### src/rtl/id_stage_hz.sv
// rtl/id_stage_hz.sv - RV32I/RV64I decode stage with WB bypass, load-use bubbles and ID/EX register
module id_stage_hz #(
  parameter int XLEN      = 32,
  parameter bit WB_BYPASS = 1'b1,
  parameter bit HAZARD_EN = 1'b1,
  parameter int CNT_W     = 16
) (
  input  logic             clk,
  input  logic             reset,
  input  logic             if_id_valid,
  input  logic [XLEN-1:0]  if_id_pc,
  input  logic [31:0]      if_id_instruction,
  input  logic             flush,
  input  logic             ex_stall,
  output logic             id_ready,
  output logic [4:0]       rs1_addr,
  output logic [4:0]       rs2_addr,
  input  logic [XLEN-1:0]  rs1_data,
  input  logic [XLEN-1:0]  rs2_data,
  input  logic [4:0]       mem_wb_rd_addr,
  input  logic [XLEN-1:0]  mem_wb_rd_data,
  input  logic             mem_wb_reg_write,
  output logic [XLEN-1:0]  id_ex_pc,
  output logic [31:0]      id_ex_instruction,
  output logic [XLEN-1:0]  id_ex_rs1_data,
  output logic [XLEN-1:0]  id_ex_rs2_data,
  output logic [XLEN-1:0]  id_ex_immediate,
  output logic [4:0]       id_ex_rd_addr,
  output logic [4:0]       id_ex_rs1_addr,
  output logic [4:0]       id_ex_rs2_addr,
  output logic             id_ex_reg_write,
  output logic             id_ex_mem_read,
  output logic             id_ex_mem_write,
  output logic             id_ex_alu_src,
  output logic             id_ex_branch,
  output logic             id_ex_jump,
  output logic [3:0]       id_ex_alu_op,
  output logic             id_ex_illegal,
  output logic             id_ex_valid,
  output logic [CNT_W-1:0] hazard_count
);

  // Base opcodes
  localparam logic [6:0] OPC_OP     = 7'b0110011;
  localparam logic [6:0] OPC_OP_IMM = 7'b0010011;
  localparam logic [6:0] OPC_LOAD   = 7'b0000011;
  localparam logic [6:0] OPC_STORE  = 7'b0100011;
  localparam logic [6:0] OPC_BRANCH = 7'b1100011;
  localparam logic [6:0] OPC_JAL    = 7'b1101111;
  localparam logic [6:0] OPC_JALR   = 7'b1100111;
  localparam logic [6:0] OPC_LUI    = 7'b0110111;
  localparam logic [6:0] OPC_AUIPC  = 7'b0010111;

  // ALU operation codes seen by EX
  localparam logic [3:0] ALU_ADD   = 4'd0;
  localparam logic [3:0] ALU_SUB   = 4'd1;
  localparam logic [3:0] ALU_SLL   = 4'd2;
  localparam logic [3:0] ALU_SLT   = 4'd3;
  localparam logic [3:0] ALU_SLTU  = 4'd4;
  localparam logic [3:0] ALU_XOR   = 4'd5;
  localparam logic [3:0] ALU_SRL   = 4'd6;
  localparam logic [3:0] ALU_SRA   = 4'd7;
  localparam logic [3:0] ALU_OR    = 4'd8;
  localparam logic [3:0] ALU_AND   = 4'd9;
  localparam logic [3:0] ALU_PASSB = 4'd10;

  // Immediate formats
  localparam logic [2:0] IMM_NONE = 3'd0;
  localparam logic [2:0] IMM_I    = 3'd1;
  localparam logic [2:0] IMM_S    = 3'd2;
  localparam logic [2:0] IMM_B    = 3'd3;
  localparam logic [2:0] IMM_U    = 3'd4;
  localparam logic [2:0] IMM_J    = 3'd5;

  typedef struct packed {
    logic [XLEN-1:0] pc;
    logic [31:0]     instr;
    logic [XLEN-1:0] rs1_data;
    logic [XLEN-1:0] rs2_data;
    logic [XLEN-1:0] imm;
    logic [4:0]      rd_addr;
    logic [4:0]      rs1_addr;
    logic [4:0]      rs2_addr;
    logic            reg_write;
    logic            mem_read;
    logic            mem_write;
    logic            alu_src;
    logic            branch;
    logic            jump;
    logic [3:0]      alu_op;
    logic            illegal;
    logic            valid;
  } idex_t;

  idex_t            idex_q, idex_d, dec;
  logic [CNT_W-1:0] cnt_q, cnt_d;

  logic [6:0]  opcode;
  logic [2:0]  funct3;
  logic        alt_bit;
  logic [4:0]  rs1_field, rs2_field, rd_field;

  logic        use_rs1, use_rs2, rd_zero;
  logic [2:0]  imm_sel;
  logic        ctl_reg_write, ctl_mem_read, ctl_mem_write, ctl_alu_src, ctl_branch, ctl_jump;
  logic [3:0]  ctl_alu_op;
  logic        ctl_illegal;

  logic signed [31:0] imm32;
  logic [XLEN-1:0]    rs1_val, rs2_val;
  logic               hazard;

  assign opcode    = if_id_instruction[6:0];
  assign rd_field  = if_id_instruction[11:7];
  assign funct3    = if_id_instruction[14:12];
  assign rs1_field = if_id_instruction[19:15];
  assign rs2_field = if_id_instruction[24:20];
  assign alt_bit   = if_id_instruction[30];

  // Register file is addressed straight from the raw fields so the read overlaps decode
  assign rs1_addr = rs1_field;
  assign rs2_addr = rs2_field;

  // funct3 to ALU op for register and immediate arithmetic; SUB exists only for OP
  function automatic logic [3:0] alu_from_funct3(input logic [2:0] f3, input logic alt,
                                                 input logic is_op);
    logic [3:0] op;
    case (f3)
      3'b000:  op = (alt && is_op) ? ALU_SUB : ALU_ADD;
      3'b001:  op = ALU_SLL;
      3'b010:  op = ALU_SLT;
      3'b011:  op = ALU_SLTU;
      3'b100:  op = ALU_XOR;
      3'b101:  op = alt ? ALU_SRA : ALU_SRL;
      3'b110:  op = ALU_OR;
      default: op = ALU_AND;
    endcase
    return op;
  endfunction

  // Opcode decode into operand usage, immediate format and control bits
  always_comb begin
    use_rs1       = 1'b0;
    use_rs2       = 1'b0;
    rd_zero       = 1'b0;
    imm_sel       = IMM_NONE;
    ctl_reg_write = 1'b0;
    ctl_mem_read  = 1'b0;
    ctl_mem_write = 1'b0;
    ctl_alu_src   = 1'b0;
    ctl_branch    = 1'b0;
    ctl_jump      = 1'b0;
    ctl_alu_op    = ALU_ADD;
    ctl_illegal   = 1'b0;
    case (opcode)
      OPC_OP: begin
        use_rs1       = 1'b1;
        use_rs2       = 1'b1;
        ctl_reg_write = 1'b1;
        ctl_alu_op    = alu_from_funct3(funct3, alt_bit, 1'b1);
      end
      OPC_OP_IMM: begin
        use_rs1       = 1'b1;
        imm_sel       = IMM_I;
        ctl_reg_write = 1'b1;
        ctl_alu_src   = 1'b1;
        ctl_alu_op    = alu_from_funct3(funct3, alt_bit, 1'b0);
      end
      OPC_LOAD: begin
        use_rs1       = 1'b1;
        imm_sel       = IMM_I;
        ctl_reg_write = 1'b1;
        ctl_mem_read  = 1'b1;
        ctl_alu_src   = 1'b1;
      end
      OPC_STORE: begin
        use_rs1       = 1'b1;
        use_rs2       = 1'b1;
        rd_zero       = 1'b1;
        imm_sel       = IMM_S;
        ctl_mem_write = 1'b1;
        ctl_alu_src   = 1'b1;
      end
      OPC_BRANCH: begin
        use_rs1       = 1'b1;
        use_rs2       = 1'b1;
        rd_zero       = 1'b1;
        imm_sel       = IMM_B;
        ctl_branch    = 1'b1;
        ctl_alu_op    = ALU_SUB;
      end
      OPC_JAL: begin
        imm_sel       = IMM_J;
        ctl_reg_write = 1'b1;
        ctl_jump      = 1'b1;
      end
      OPC_JALR: begin
        use_rs1       = 1'b1;
        imm_sel       = IMM_I;
        ctl_reg_write = 1'b1;
        ctl_jump      = 1'b1;
      end
      OPC_LUI: begin
        imm_sel       = IMM_U;
        ctl_reg_write = 1'b1;
        ctl_alu_src   = 1'b1;
        ctl_alu_op    = ALU_PASSB;
      end
      OPC_AUIPC: begin
        imm_sel       = IMM_U;
        ctl_reg_write = 1'b1;
        ctl_alu_src   = 1'b1;
      end
      default: ctl_illegal = 1'b1;
    endcase
  end

  // Immediate assembly; every format fits in 32 signed bits and is widened to XLEN below
  always_comb begin
    imm32 = '0;
    case (imm_sel)
      IMM_I: imm32 = $signed({{20{if_id_instruction[31]}}, if_id_instruction[31:20]});
      IMM_S: imm32 = $signed({{20{if_id_instruction[31]}}, if_id_instruction[31:25],
                              if_id_instruction[11:7]});
      IMM_B: imm32 = $signed({{19{if_id_instruction[31]}}, if_id_instruction[31],
                              if_id_instruction[7], if_id_instruction[30:25],
                              if_id_instruction[11:8], 1'b0});
      IMM_U: imm32 = $signed({if_id_instruction[31:12], 12'b0});
      IMM_J: imm32 = $signed({{11{if_id_instruction[31]}}, if_id_instruction[31],
                              if_id_instruction[19:12], if_id_instruction[20],
                              if_id_instruction[30:21], 1'b0});
      default: imm32 = '0;
    endcase
  end

  // Operand selection: x0 reads zero, a pending WB write to the same register wins
  always_comb begin
    rs1_val = '0;
    rs2_val = '0;
    if (use_rs1 && rs1_field != 5'd0) begin
      if (WB_BYPASS && mem_wb_reg_write && mem_wb_rd_addr != 5'd0 && mem_wb_rd_addr == rs1_field)
        rs1_val = mem_wb_rd_data;
      else
        rs1_val = rs1_data;
    end
    if (use_rs2 && rs2_field != 5'd0) begin
      if (WB_BYPASS && mem_wb_reg_write && mem_wb_rd_addr != 5'd0 && mem_wb_rd_addr == rs2_field)
        rs2_val = mem_wb_rd_data;
      else
        rs2_val = rs2_data;
    end
  end

  // Fully decoded ID/EX candidate for the instruction currently in IF/ID
  always_comb begin
    dec           = '0;
    dec.pc        = if_id_pc;
    dec.instr     = if_id_instruction;
    dec.rs1_data  = rs1_val;
    dec.rs2_data  = rs2_val;
    dec.imm       = XLEN'(imm32);
    dec.rd_addr   = rd_zero ? 5'd0 : rd_field;
    dec.rs1_addr  = use_rs1 ? rs1_field : 5'd0;
    dec.rs2_addr  = use_rs2 ? rs2_field : 5'd0;
    dec.reg_write = ctl_reg_write;
    dec.mem_read  = ctl_mem_read;
    dec.mem_write = ctl_mem_write;
    dec.alu_src   = ctl_alu_src;
    dec.branch    = ctl_branch;
    dec.jump      = ctl_jump;
    dec.alu_op    = ctl_alu_op;
    dec.illegal   = ctl_illegal;
    dec.valid     = 1'b1;
  end

  // Load-use: the load in EX cannot supply data before this instruction needs it
  always_comb begin
    hazard = HAZARD_EN && idex_q.valid && idex_q.mem_read && idex_q.rd_addr != 5'd0 &&
             if_id_valid &&
             ((use_rs1 && rs1_field == idex_q.rd_addr) ||
              (use_rs2 && rs2_field == idex_q.rd_addr));
  end

  // A flush drains ID/EX regardless of stalls, so IF may always advance then
  assign id_ready = flush | ~(ex_stall | hazard);

  // ID/EX next state: flush, then stall hold, then load-use bubble, then capture
  always_comb begin
    idex_d = idex_q;
    cnt_d  = cnt_q;
    if (flush) begin
      idex_d = '0;
    end else if (ex_stall) begin
      idex_d = idex_q;
    end else if (hazard) begin
      idex_d = '0;
      if (cnt_q != {CNT_W{1'b1}})
        cnt_d = cnt_q + CNT_W'(1);
    end else if (!if_id_valid) begin
      idex_d = '0;
    end else begin
      idex_d = dec;
    end
  end

  // ID/EX pipeline register and hazard counter
  always_ff @(posedge clk or posedge reset) begin
    if (reset) begin
      idex_q <= '0;
      cnt_q  <= '0;
    end else begin
      idex_q <= idex_d;
      cnt_q  <= cnt_d;
    end
  end

  assign id_ex_pc          = idex_q.pc;
  assign id_ex_instruction = idex_q.instr;
  assign id_ex_rs1_data    = idex_q.rs1_data;
  assign id_ex_rs2_data    = idex_q.rs2_data;
  assign id_ex_immediate   = idex_q.imm;
  assign id_ex_rd_addr     = idex_q.rd_addr;
  assign id_ex_rs1_addr    = idex_q.rs1_addr;
  assign id_ex_rs2_addr    = idex_q.rs2_addr;
  assign id_ex_reg_write   = idex_q.reg_write;
  assign id_ex_mem_read    = idex_q.mem_read;
  assign id_ex_mem_write   = idex_q.mem_write;
  assign id_ex_alu_src     = idex_q.alu_src;
  assign id_ex_branch      = idex_q.branch;
  assign id_ex_jump        = idex_q.jump;
  assign id_ex_alu_op      = idex_q.alu_op;
  assign id_ex_illegal     = idex_q.illegal;
  assign id_ex_valid       = idex_q.valid;
  assign hazard_count      = cnt_q;

endmodule
### config.mk
export PLATFORM = sky130hd
export DESIGN_NAME = id_stage_hz
export DESIGN_NICKNAME = d
export VERILOG_FILES = /design/src/rtl/id_stage_hz.sv
export SDC_FILE = /design/constraint.sdc
export NUM_CORES = 1
export LEC_CHECK = 0
export ABC_AREA = 1
export CORE_MARGIN = 1.5
export CORE_UTILIZATION = 48
export DETAILED_ROUTE_END_ITERATION = 8
export HOLD_SLACK_MARGIN = 0.06
export PLACE_DENSITY = 0.86
export SYNTH_ARGS = -nofsm -noshare
export SYNTH_HDL_FRONTEND = slang
export SYNTH_SLANG_ARGS = --single-unit
### constraint.sdc
create_clock -name clk -period 20.7 [get_ports clk]
set_input_delay 4.14 -clock clk [delete_from_list [all_inputs] [get_ports clk]]
set_output_delay 4.14 -clock clk [all_outputs]
set_load 0.01 [all_outputs]
Word level (Yosys, flattened, before mapping)
Cells that the tools add are included.
Word-level totals
  register bits after elaboration: 203
  bits of input ports: 171
  output and inout bits: 214
Operators by class
  add/sub/neg operators: 1
  eq/ne operators: 26
  muxes and demuxes: 28
  bitwise gates (word level): 5
  reductions and logical operators: 27
Operators by type and width (count)
  $mux 187: 4
  $pmux 32 s5: 1
  $mux 32: 4
  $pmux 4 s7: 2
  $eq 7x6->1 const B: 3
  $eq 7x7->1 const B: 3
  $eq 5x5->1: 4
  $reduce_bool 5->1: 4
  $add 16x1->16 const B: 1
  $ne 16x16->1 const B: 1
  $pmux 4 s4: 1
  $eq 3x3->1 const B: 5
  $mux 5: 3
  $pmux 3 s5: 1
  $eq 7x5->1 const B: 2
  $eq 3x2->1 const B: 4
  $mux 1: 12
  $logic_and 1x1->1: 11
  $reduce_or 9->1: 1
  $eq 7x2->1 const B: 1
  $reduce_or 7->1: 1
  $eq 3x1->1 const B: 2
  $reduce_or 2->1: 3
  $reduce_or 3->1: 2
  8 further kinds: 11

Longest topological paths before layout
  word-level depth: 9
  mapped depth: 13

Least setup slack after synthesis
OpenSTA, ideal clock, no wires.
  kind: input to output
  from: in if_id_instruction[1]
  to: out id_ready
  data arrival time: 5336 ps
  data required time: 16560 ps
  path slack: 11224 ps
  cell stages on the path: 10
  cells stage by stage: nand2_1 inv_1 nand4_1 nand3_1 nand2_1 inv_2 nand2_2 buf_2 inv_1 o21ai_0
On the way
  longest elaborated chain between the ends: 9
RTL lines
  start, declared: line 12  | input logic [31:0] if_id_instruction,
  $eq 7x5->1 (tied with other cells): line 155  | case (opcode)
  $reduce_or 6->1 (no line) / $reduce_or 3->1 (equally long branches)
  $mux 1: line 155
  $logic_and 1x1->1 (on tied branches): line 280, 281
  $logic_or 1x1->1 *: line 280  | ((use_rs1 && rs1_field == idex_q.rd_addr) ||
  $logic_and 1x1->1 *: line 279  | if_id_valid &&
  $or 1x1->1 *: line 285  | assign id_ready = flush | ~(ex_stall | hazard);
  $not 1->1 *: line 285
  $or 1x1->1 *: line 285
  end, declared: line 15  | output logic id_ready,
Every way passes the cells marked *; elsewhere a longest branch is shown, timed or not.

Worst setup path in the final report
Ends and elaborated chain as after synthesis.

==> flow_summary.ini <==
[outcome]
outcome = finished clean

[pwr]
sequentialPowerShare = 0.437
p_per_area_nw_per_um2 = 62.9
power_frac_clock = 0.442
p_sw_uw = 226
p_comb_frac = 0.121
ir_drop_mv = 0.0575
sw_frac_of_total = 0.243
p_leak_nw = 7.02
intPower_uw = 705

[synth]
synth.yosys.seq_area_share = 0.499
yosysUniqueCellTypes = 35
syn_nets = 1489
yosys_warnings = 0
ys_seq_elements = 203
avgSynthCellArea_sq_um = 7.72
synth_cells = 1317
synthTopCellsByArea = dfrtp_1 50%, nand2_1 18%, nand3_1 7.5%, nand4_1 4.7%, inv_1 2.5%
yosysTopAreaCell = dfrtp_1
netlist_area_sq_um = 10200
synth_top_area_share = 0.499

[final_layout]
n_antenna_cell = 0
drive_gt1_frac = 0.0458
final_common_cell = nand2_1
areaGrowthSynthToFinish_pct = 45.5
nets = 1815
final_cell_mix = 500 x nand2_1, 384 x clkdlybuf4s50_1, 203 x dfrtp_1, 152 x nand3_1, 77 x nand4_1

[setup_path]
cp_num_buf_inv = 3
regToRegEndpoint = hazard_count[15]$_DFFE_PP0P_
max_stage_delay_ns = 0.49
reg2reg_from = hazard_count[0]$_DFFE_PP0P_
cp_common_cell = nand2_1
cp.depth = 11
cp_cell_sequence = clkdlybuf4s50_1, nand2_1, nor2_4, nand2_1, nand2_1, nand3_2, nand2_2, nand2_4, inv_1, o21ai_0, clkdlybuf4s50_1
critPathLaunch = if_id_instruction[1]
cp_max_fo = 23
critical_path_class = primary input to primary output
setup.worst_path.start_class = primary input
worstSetupEndpoint = id_ready
crit_arrival_ns = 6.78
critical_path.top_delay_family = simple AND/OR/NAND/NOR gates
cp-end-kind = primary output
slowest_stage = clkdlybuf4s50_1
cp.required_ns = 16.56
rrSetupSlack_ns = 17.86
ff2ff_path_depth = 7

[sta]
hold_slack_ns = 0.476
fmax_mhz = 91.6
slew_headroom = 0.215
period_needed_ns = 10.92
post-route-period-util = 0.528
setup-tns-final_ns = 0
final-setup-viol-count = 0
fin_skew_ns = 0.00729
finalMaxSlewViolations = 0
setup_slack_ns = 9.78
grt_setup_unrepaired = false
hold_viol = 0
worst_slew_pin_slew_ns = 1.18

[clocking]
post_cts_buffers = 0
cts-root-buf = clkbuf_16
ctsHoldBuffers = 0
postCtsResizedCells = 0
path_clk_slew_ns = 0.06
clock_latency_ns = 0.50
cts.sinks = 203
cts_tree = yes
cts_buffer_depth = 3
cts_inserted_buffers = 23
htree_levels = 1

[detailed_routing]
drt_iter0_markers = 794
vias = 10700
drc = 0
ant_nets = 0
routedWlPerCell_um = 18.5
viasPerCell = 5.56
firstDrtPassIters = 5
drt-total-wl_um = 35900

[global_routing]
antenna_found_initial = 0
gr-total-overflow = 0
grt_max_degree = 132
track_usage = 0.320
grt_pass1_wl_um = 55900
grt_pass1_vias = 10400

[floorplanning]
fp.dieH_um = 149
fp.dieArea_sq_um = 22100
ios = 385
die_w_um = 149
coreArea_sq_um = 20900
rows = 53
initial_utilization = 0.487

[placed_design]
port-buffer-count = 384
pre_cts_ws_ns = 9.81
hpwl_um = 25000
place.gp.congestion = 0.933

[job]
drv_cap = 0

[min_path]
hold_path.class = flip-flop to flip-flop
kinds of logic after synthesis:
kind of cell               synth area share
xor gates and xnor gates             0.0224
AOI/OAI and AO/OA                    0.0666
buffers and inverters                0.0726
DFF                                   0.499
adders and majority gates           0.00123
and+or+nand+nor                       0.338
cell usage after synthesis, drive strengths merged:
| cell type | instances |
|---|---|
| clkbuf | 43 |
| ha | 1 |
| nand4 | 77 |
| nor3 | 12 |
| and3 | 1 |
| nor2 | 38 |
| inv | 76 |
| a31oi | 1 |
| buf | 50 |
| dfrtp | 203 |
| o21a | 1 |
| o211ai | 2 |
| and2 | 1 |
| a211oi | 1 |
| nand3 | 154 |
| xnor2 | 11 |
| o22ai | 3 |
| nor4 | 3 |
| o21ai | 91 |
| nand2 | 505 |
| xor2 | 15 |
| a21oi | 28 |
registers in the layout (all words and copies together) (netlist names), 4 cells and up:
| register | cells |
|---|---|
| id_ex_pc | 32 |
| id_ex_rs2_addr | 5 |
| id_ex_rs1_data | 32 |
| id_ex_alu_op | 4 |
| id_ex_rd_addr | 5 |
| id_ex_rs1_addr | 5 |
| id_ex_instruction | 32 |
| id_ex_immediate | 32 |
| hazard_count | 16 |
| id_ex_rs2_data | 32 |
worst min path at each step:
stage | startpoint | end | slack, ns | cells after the start
2_1_floorplan | id_ex_instruction[0]$_DFFE_PP0P_ | id_ex_instruction[0]$_DFFE_PP0P_ | 0.52 | 2
3_3_place_gp | id_ex_pc[26]$_DFFE_PP0P_ | id_ex_pc[26]$_DFFE_PP0P_ | 0.46 | 2
3_5_place_dp | id_ex_pc[19]$_DFFE_PP0P_ | id_ex_pc[19]$_DFFE_PP0P_ | 0.46 | 2
4_1_cts | id_ex_pc[19]$_DFFE_PP0P_ | id_ex_pc[19]$_DFFE_PP0P_ | 0.48 | 2
5_1_grt | id_ex_rs1_data[10]$_DFFE_PP0P_ | id_ex_rs1_data[10]$_DFFE_PP0P_ | 0.50 | 2
6_report | id_ex_pc[16]$_DFFE_PP0P_ | id_ex_pc[16]$_DFFE_PP0P_ | 0.48 | 2
per-stage QoR:
stage / total power, mW / utilization / cell area (sq um) / cells
finish: 0.931 / 0.708 / 14800 / 1934
global placement: 0.524 / 0.672 / 14000 / 1893
CTS: 0.937 / 0.708 / 14800 / 1934
global route: 0.967 / 0.708 / 14800 / 1934
detailed placement: 0.525 / 0.672 / 14000 / 1893
floorplan: 0.460 / - / 10200 / 1317
final cells by class:
class | count | area [sq um]
clock buffer | 34 | 677
clock inverter | 7 | 88.8
fill | 1682 | 6090
inverter | 76 | 298
multi-input combinational | 945 | 4390
sequential | 203 | 5080
tap | 275 | 344
timing repair buffer | 394 | 3920
worst min-delay path, cell delays in order, from the launching register on:
cell and delay (ns):
dfrtp_1 0.34, nand2_1 0.05, nand2_1 0.05
power by group through the flow:
stage / Clock [mW] / Combinational, mW / Sequential (mW)
after floorplan: 0 / 0.0443 / 0.416
after global routing: 0.438 / 0.122 / 0.407
final: 0.412 / 0.113 / 0.407
after global placement: 0 / 0.111 / 0.414
after detailed placement: 0 / 0.112 / 0.414
after CTS: 0.418 / 0.112 / 0.407
routing by layer:
metal	global-route usage	share of wire
met1	0.440	0.40
met2	0.489	0.45
met3	0.0561	0.089
met4	0.160	0.058
met5	0	0
Power figures use the tool's default switching activity.
